## src/rtl/mem_port_arbiter.sv

```systemverilog
// mem_port_arbiter: shares the single off-chip memory port between the
// read-only I-cache and the read/write D-cache.
//
// Each grant runs IDLE -> BUSY_I/BUSY_D -> RELEASE -> IDLE.
// Every output is a register.
//
// Optional macro ARB_RR_EN: when defined, simultaneous requests are
// arbitrated round-robin, so the requester that did not receive the
// previous grant wins. When the macro is undefined, the D-cache always
// has priority over the I-cache.
module mem_port_arbiter #(
  parameter int ADDR_W = 28,
  parameter int DATA_W = 128
) (
  input  logic              clk,
  input  logic              rst,
  input  logic              i_read,
  input  logic [ADDR_W-1:0] i_addr,
  output logic [DATA_W-1:0] i_rdata,
  output logic              i_ready,
  input  logic              d_read,
  input  logic              d_write,
  input  logic [ADDR_W-1:0] d_addr,
  input  logic [DATA_W-1:0] d_wdata,
  output logic [DATA_W-1:0] d_rdata,
  output logic              d_ready,
  output logic              mem_read,
  output logic              mem_write,
  output logic [ADDR_W-1:0] mem_addr,
  output logic [DATA_W-1:0] mem_wdata,
  input  logic [DATA_W-1:0] mem_rdata,
  input  logic              mem_ready
);

  typedef enum logic [1:0] {
    IDLE    = 2'd0,
    BUSY_I  = 2'd1,
    BUSY_D  = 2'd2,
    RELEASE = 2'd3
  } state_t;

  state_t state;
  logic   d_req;
  logic   grant_d;

`ifdef ARB_RR_EN
  // Set when the most recent grant went to the D-cache.
  logic   last_d;
`endif

  // Arbitration decision for the IDLE state.
  always_comb begin
    d_req = d_read | d_write;
`ifdef ARB_RR_EN
    grant_d = d_req & (~i_read | ~last_d);
`else
    grant_d = d_req;
`endif
  end

  // Grant/transaction FSM; all outputs are registered here.
  always_ff @(posedge clk) begin
    if (rst) begin
      state     <= IDLE;
      i_rdata   <= '0;
      d_rdata   <= '0;
      i_ready   <= 1'b0;
      d_ready   <= 1'b0;
      mem_read  <= 1'b0;
      mem_write <= 1'b0;
      mem_addr  <= '0;
      mem_wdata <= '0;
`ifdef ARB_RR_EN
      last_d    <= 1'b1;
`endif
    end else begin
      i_ready <= 1'b0;
      d_ready <= 1'b0;
      case (state)
        IDLE: begin
          if (grant_d) begin
            // If d_read and d_write are both high, the write wins.
            mem_addr  <= d_addr;
            mem_wdata <= d_wdata;
            mem_write <= d_write;
            mem_read  <= ~d_write;
            state     <= BUSY_D;
`ifdef ARB_RR_EN
            last_d    <= 1'b1;
`endif
          end else if (i_read) begin
            mem_addr  <= i_addr;
            mem_read  <= 1'b1;
            mem_write <= 1'b0;
            state     <= BUSY_I;
`ifdef ARB_RR_EN
            last_d    <= 1'b0;
`endif
          end
        end
        BUSY_I: begin
          if (mem_ready) begin
            mem_read <= 1'b0;
            i_rdata  <= mem_rdata;
            i_ready  <= 1'b1;
            state    <= RELEASE;
          end
        end
        BUSY_D: begin
          if (mem_ready) begin
            // A write completion leaves d_rdata unchanged.
            if (mem_read) d_rdata <= mem_rdata;
            mem_read  <= 1'b0;
            mem_write <= 1'b0;
            d_ready   <= 1'b1;
            state     <= RELEASE;
          end
        end
        RELEASE: state <= IDLE;
        default: state <= IDLE;
      endcase
    end
  end

endmodule

```

## config.mk

```make
export PLATFORM = sky130hd
export DESIGN_NAME = mem_port_arbiter
export DESIGN_NICKNAME = d
export VERILOG_FILES = /design/src/rtl/mem_port_arbiter.sv
export SDC_FILE = /design/constraint.sdc
export NUM_CORES = 1
export LEC_CHECK = 0
export CORE_AREA = 2 2 287 289
export CTS_CLUSTER_DIAMETER = 150
export CTS_CLUSTER_SIZE = 25
export DETAILED_ROUTE_END_ITERATION = 7
export DIE_AREA = 0 0 289 291
export SLEW_MARGIN = 10
export SYNTH_ARGS = -nofsm -noshare
export SYNTH_HDL_FRONTEND = slang
export SYNTH_SLANG_ARGS = --single-unit
```

## constraint.sdc

```tcl
create_clock -name clk -period 2.7 [get_ports clk]
set_clock_uncertainty 0.05 [all_clocks]
set_input_delay 0.405 -clock clk [delete_from_list [all_inputs] [get_ports clk]]
set_output_delay 0.405 -clock clk [all_outputs]
set_load 0.005 [all_outputs]
```

# After elaboration in Yosys (flattened, before gate mapping)
# Cells that the tools add are included.
[totals]
output_inout_bits = 416
regBits = 418
input_bits = 318
[classes]
reduce_logical = 14
n_eq_ne = 6
bitwise = 4
muxes = 14
[ops]
columns = ["cell", "count"]
rows = [
  ["$mux W28", 2],
  ["$reduce_and A3 Y1", 3],
  ["$reduce_and A2 Y1", 4],
  ["$mux W1", 6],
  ["$mux W2", 3],
  ["$pmux W2 S3", 1],
  ["$reduce_bool A2 Y1", 3],
  ["$reduce_or A2 Y1", 3],
  ["$eq A2 B2 Y1 const B", 2],
  ["$pmux W1 S2", 2],
  ["$ne A3 B3 Y1 const B", 1],
  ["$not A1 Y1", 3],
  ["$eq A2 B1 Y1 const B", 1],
  ["$logic_not A2 Y1", 1],
  ["$ne A2 B1 Y1 const B", 1],
  ["$ne A2 B2 Y1 const B", 1],
  ["$or A1 B1 Y1", 1],
]

# Depth between registers and ports, before layout
[depth]
ltp_word = 4
mapped_depth = 7
ltp_nobuf = 5

# Worst setup path after synthesis
# Ideal clock, no wire load.
[synth_timing]
path_kind = "register -> register"
startpoint = "register state[0]"
endpoint = "register d_rdata[107]"
path_slack_ps = 1197
path_stages_with_launch = 8
arrival_time_ps = 1382
t_required_ps = 2580
n_path_buf = 2
period_less_slack_ps = 1503
setup_ps = 70
cell_sequence = "dfxtp_1 -> inv_1 -> ha_1 -> nand3_1 -> buf_2 -> buf_1 -> nand2_1 -> a21oi_1"
[synth_via]
elab_chain_len = 2
[synth_lines]
columns = ["element", "line_no", "source"]
rows = [
  ["from (decl)", "42", "state_t state;"],
  ["from (signal assigned)", "64", "state <= IDLE;"],
  ["from (signal assigned)", "87", "state <= BUSY_D;"],
  ["from (signal assigned)", "95", "state <= BUSY_I;"],
  ["$eq A2 B2 Y1", "79", "case (state)"],
  ["$reduce_and A3 Y1 (no source line)", "--", ""],
  ["to (signal assigned)", "112", "if (mem_read) d_rdata <= mem_rdata;"],
  ["to (decl)", "25", "output logic [DATA_W-1:0] d_rdata,"],
]
# Every way passes these cells.
# A chain may end at the register's enable or synchronous reset.

# Worst setup path after layout
[layout_timing]
startpoint = "register mem_read"
endpoint = "output port mem_read"
[layout_rtl]
columns = ["element", "line_no", "source"]
rows = [
  ["from (decl)", "27", "output logic mem_read,"],
  ["from (signal assigned)", "86", "mem_read <= ~d_write;"],
]
# No word-level cell between the ends.

==> impl_metrics.toml <==
[finish]
final_common_cell = "nand2_1"
multi_input_area_sq_um = 5700
syn_to_final_growth_pct = 63.52
fillers = 8731
fin_cells = 3604
layout_common_cells = "797 x nand2_1, 732 x clkdlybuf4s50_1, 418 x dfxtp_1"
finalNetCount = 2856
drive_above_1_share_pct = 3.593
seqCellArea_sq_um = 8368

[synth]
synth-seq-cells = 418
ys_seq_area_share_pct = 56.99
avgSynthCellArea_sq_um = 7.869
synthFlopType = "dfxtp_1"
syn_area_sq_um = 14680
synth_cell_type_count = 29
synth_nets = 2189
synth_edf_count = 0
synthCells = 1866
async_flop_share_pct = 0
ys_warn_count = 0

[clocking]
ctsHtreeMaxLevel = 1
clock-sinks = 418
cts.clk_slew.worst_paths_ns = 0.11
post_cts_buffers = 0
cts_hold_buffers = 0
cts_inserted_buffers = 20
cts_resized = 0
cts_tree = "built"
cts-root-buf = "clkbuf_16"
ctsLongestPathBuffers = 3
clk_latency_ns = 0.58

[power_and_ir_drop]
p_int_mw = 11.22
p_switching_mw = 5.454
p_clk_share_pct = 21.2
switching_share_pct = 32.71
vdd_drop_max_v = 0.0004711
power_mw = 16.68
p_comb_share_pct = 34.0
p_seq_share_pct = 44.9
p_leak_nw = 8.136
powerDensity_nw_per_um2 = 694.6

[timing]
hold_viol = 0
setup_tns_ns = 0
finalCritPeriodShare_pct = 79.17
timing.final.crit_period_ns = 2.137
setup_ws_ns = 0.5625
rsz0062_at_grt = "no"
slew_headroom_pct = 61.34
fmax_mhz = 467.8
slew_viol_final = 0
setup_viol = 0
max_slew.worst_pin.slew_ns = 0.5784

[global_routing]
track_usage_pct = 14.72
grt_pass1_vias = 14330
grt_overflow = 0
grt_pass1_wl_mm = 94.45
antenna_found_initial = 7
grt_max_degree = 103

[detailed_routing]
vias = 14860
drc = 0
routed_wl_mm = 65.94
wl_per_cell_um = 18.30
drt_iter0_drc = 752
vias_per_cell = 4.123
ant_nets = 0
dr.pass1.iters = 5

[placement]
gp_congestion = 0.8257
dp_cells = 3581
place_ws_ns = 0.5271
io_buffers = 733
dp_hpwl_mm = 50.60

[worst_setup_path]
cp_top_family = "buffers and inverters"
arrival_ns = 1.68
crit_path_max_fanout = 4
criticalPathCategory = "reg2out"
cp-end-kind = "output pin"
crit_chain = "clkdlybuf4s50_1"
cp.buffers_inverters = 1
cp.required_ns = 2.25
startpoint_type = "flop"
slowest_stage = "clkdlybuf4s50_1"
critPathMaxStageDelay_ns = 0.62

[floorplan]
die_width_um = 289
row_count = 105
die_h_um = 291
initial_core_util_pct = 18.09
io_pins = 734
core_sq_um = 81190
dieArea_sq_um = 84100

[flow_run]
maxCapViolCount = 0

[status]
outcome = "finished, final reports clean"

[worst_hold_path]
hold_path.class = "in2reg"
-- sequential cells by signal, indices dropped and copies added, names as in the netlist --
register and count:
mem_read 1, mem_addr 28, i_rdata 128, mem_write 1, state 2, d_rdata 128, mem_wdata 128, d_ready 1
i_ready 1
-- cell usage after synthesis, types with 2 or more instances --
library cell / n / area, sq um
buf_4: 3 / 22.52
a311oi_1: 28 / 245.2
buf_2: 64 / 320.3
ha_1: 5 / 62.56
buf_6: 2 / 22.52
nor2b_1: 2 / 12.51
buf_1: 16 / 60.06
nand2_1: 798 / 2995
inv_1: 2 / 7.510
o21ai_1: 4 / 20.02
o21ai_0: 28 / 140.1
a21oi_1: 386 / 1932
dfxtp_1: 418 / 8368
nor2_1: 34 / 127.6
clkbuf_1: 62 / 232.7
-- area by class of cell --
cell class                 count  share of cell area (%)
timing repair buffer         792                   33.57
clock buffer                  21                   2.189
antenna                        1                 0.01042
inverter                       2                 0.03126
tap                         1070                   5.576
multi-input combinational   1299                   23.74
clock inverter                 1                 0.03648
sequential                   418                   34.85
-- metrics by stage --
stage | utilization [%] | hold slack [ns] | area (sq um)
after global placement | 28.91 | 0.3909 | 23480
after global routing | 29.57 | 0.1351 | 24010
after CTS | 29.57 | 0.09016 | 24010
after floorplan | - | 0.4027 | 14680
after detailed placement | 28.91 | 0.3953 | 23480
final | 29.57 | 0.1461 | 24010
-- cell families after synthesis --
kind of cell / Yosys count / synth area share (%)
AO/OA/AOI/OAI: 452 / 16.27
adder cells (fa/ha/maj): 5 / 0.4260
buffers and inverters: 149 / 4.533
flip-flops: 418 / 56.99
multiplexers: 1 / 0.06817
AND/OR/NAND/NOR: 841 / 21.72
-- path summary, 6_finish.rpt --
check | startpoint | endpoint | slack, ns | depth (start not counted)
min | rst | d_ready | 0.15 | 2
max | mem_read | mem_read | 0.56 | 1
min reg2reg | d_rdata[59] | d_rdata[59] | 0.41 | 2
max reg2reg | state[0] | d_rdata[21] | 0.80 | 7
-- power by group through the flow --
stage / registers (mW) / clock network [mW] / logic (mW)
6_report: 7.48 / 3.53 / 5.66
5_1_grt: 7.60 / 3.86 / 6.17
4_1_cts: 7.49 / 3.70 / 5.77
3_5_place_dp: 7.63 / 0 / 5.76
3_3_place_gp: 7.61 / 0 / 5.74
2_1_floorplan: 7.64 / 0 / 2.32
-- metal layers --
metal / share of wire [%] / global-route usage (%)
met1: 37 / 16.09
met5: 0 / 0
met4: 2.6 / 3.759
met3: 8.1 / 3.871
met2: 52 / 27.72
(Power assumes the default switching activity.)
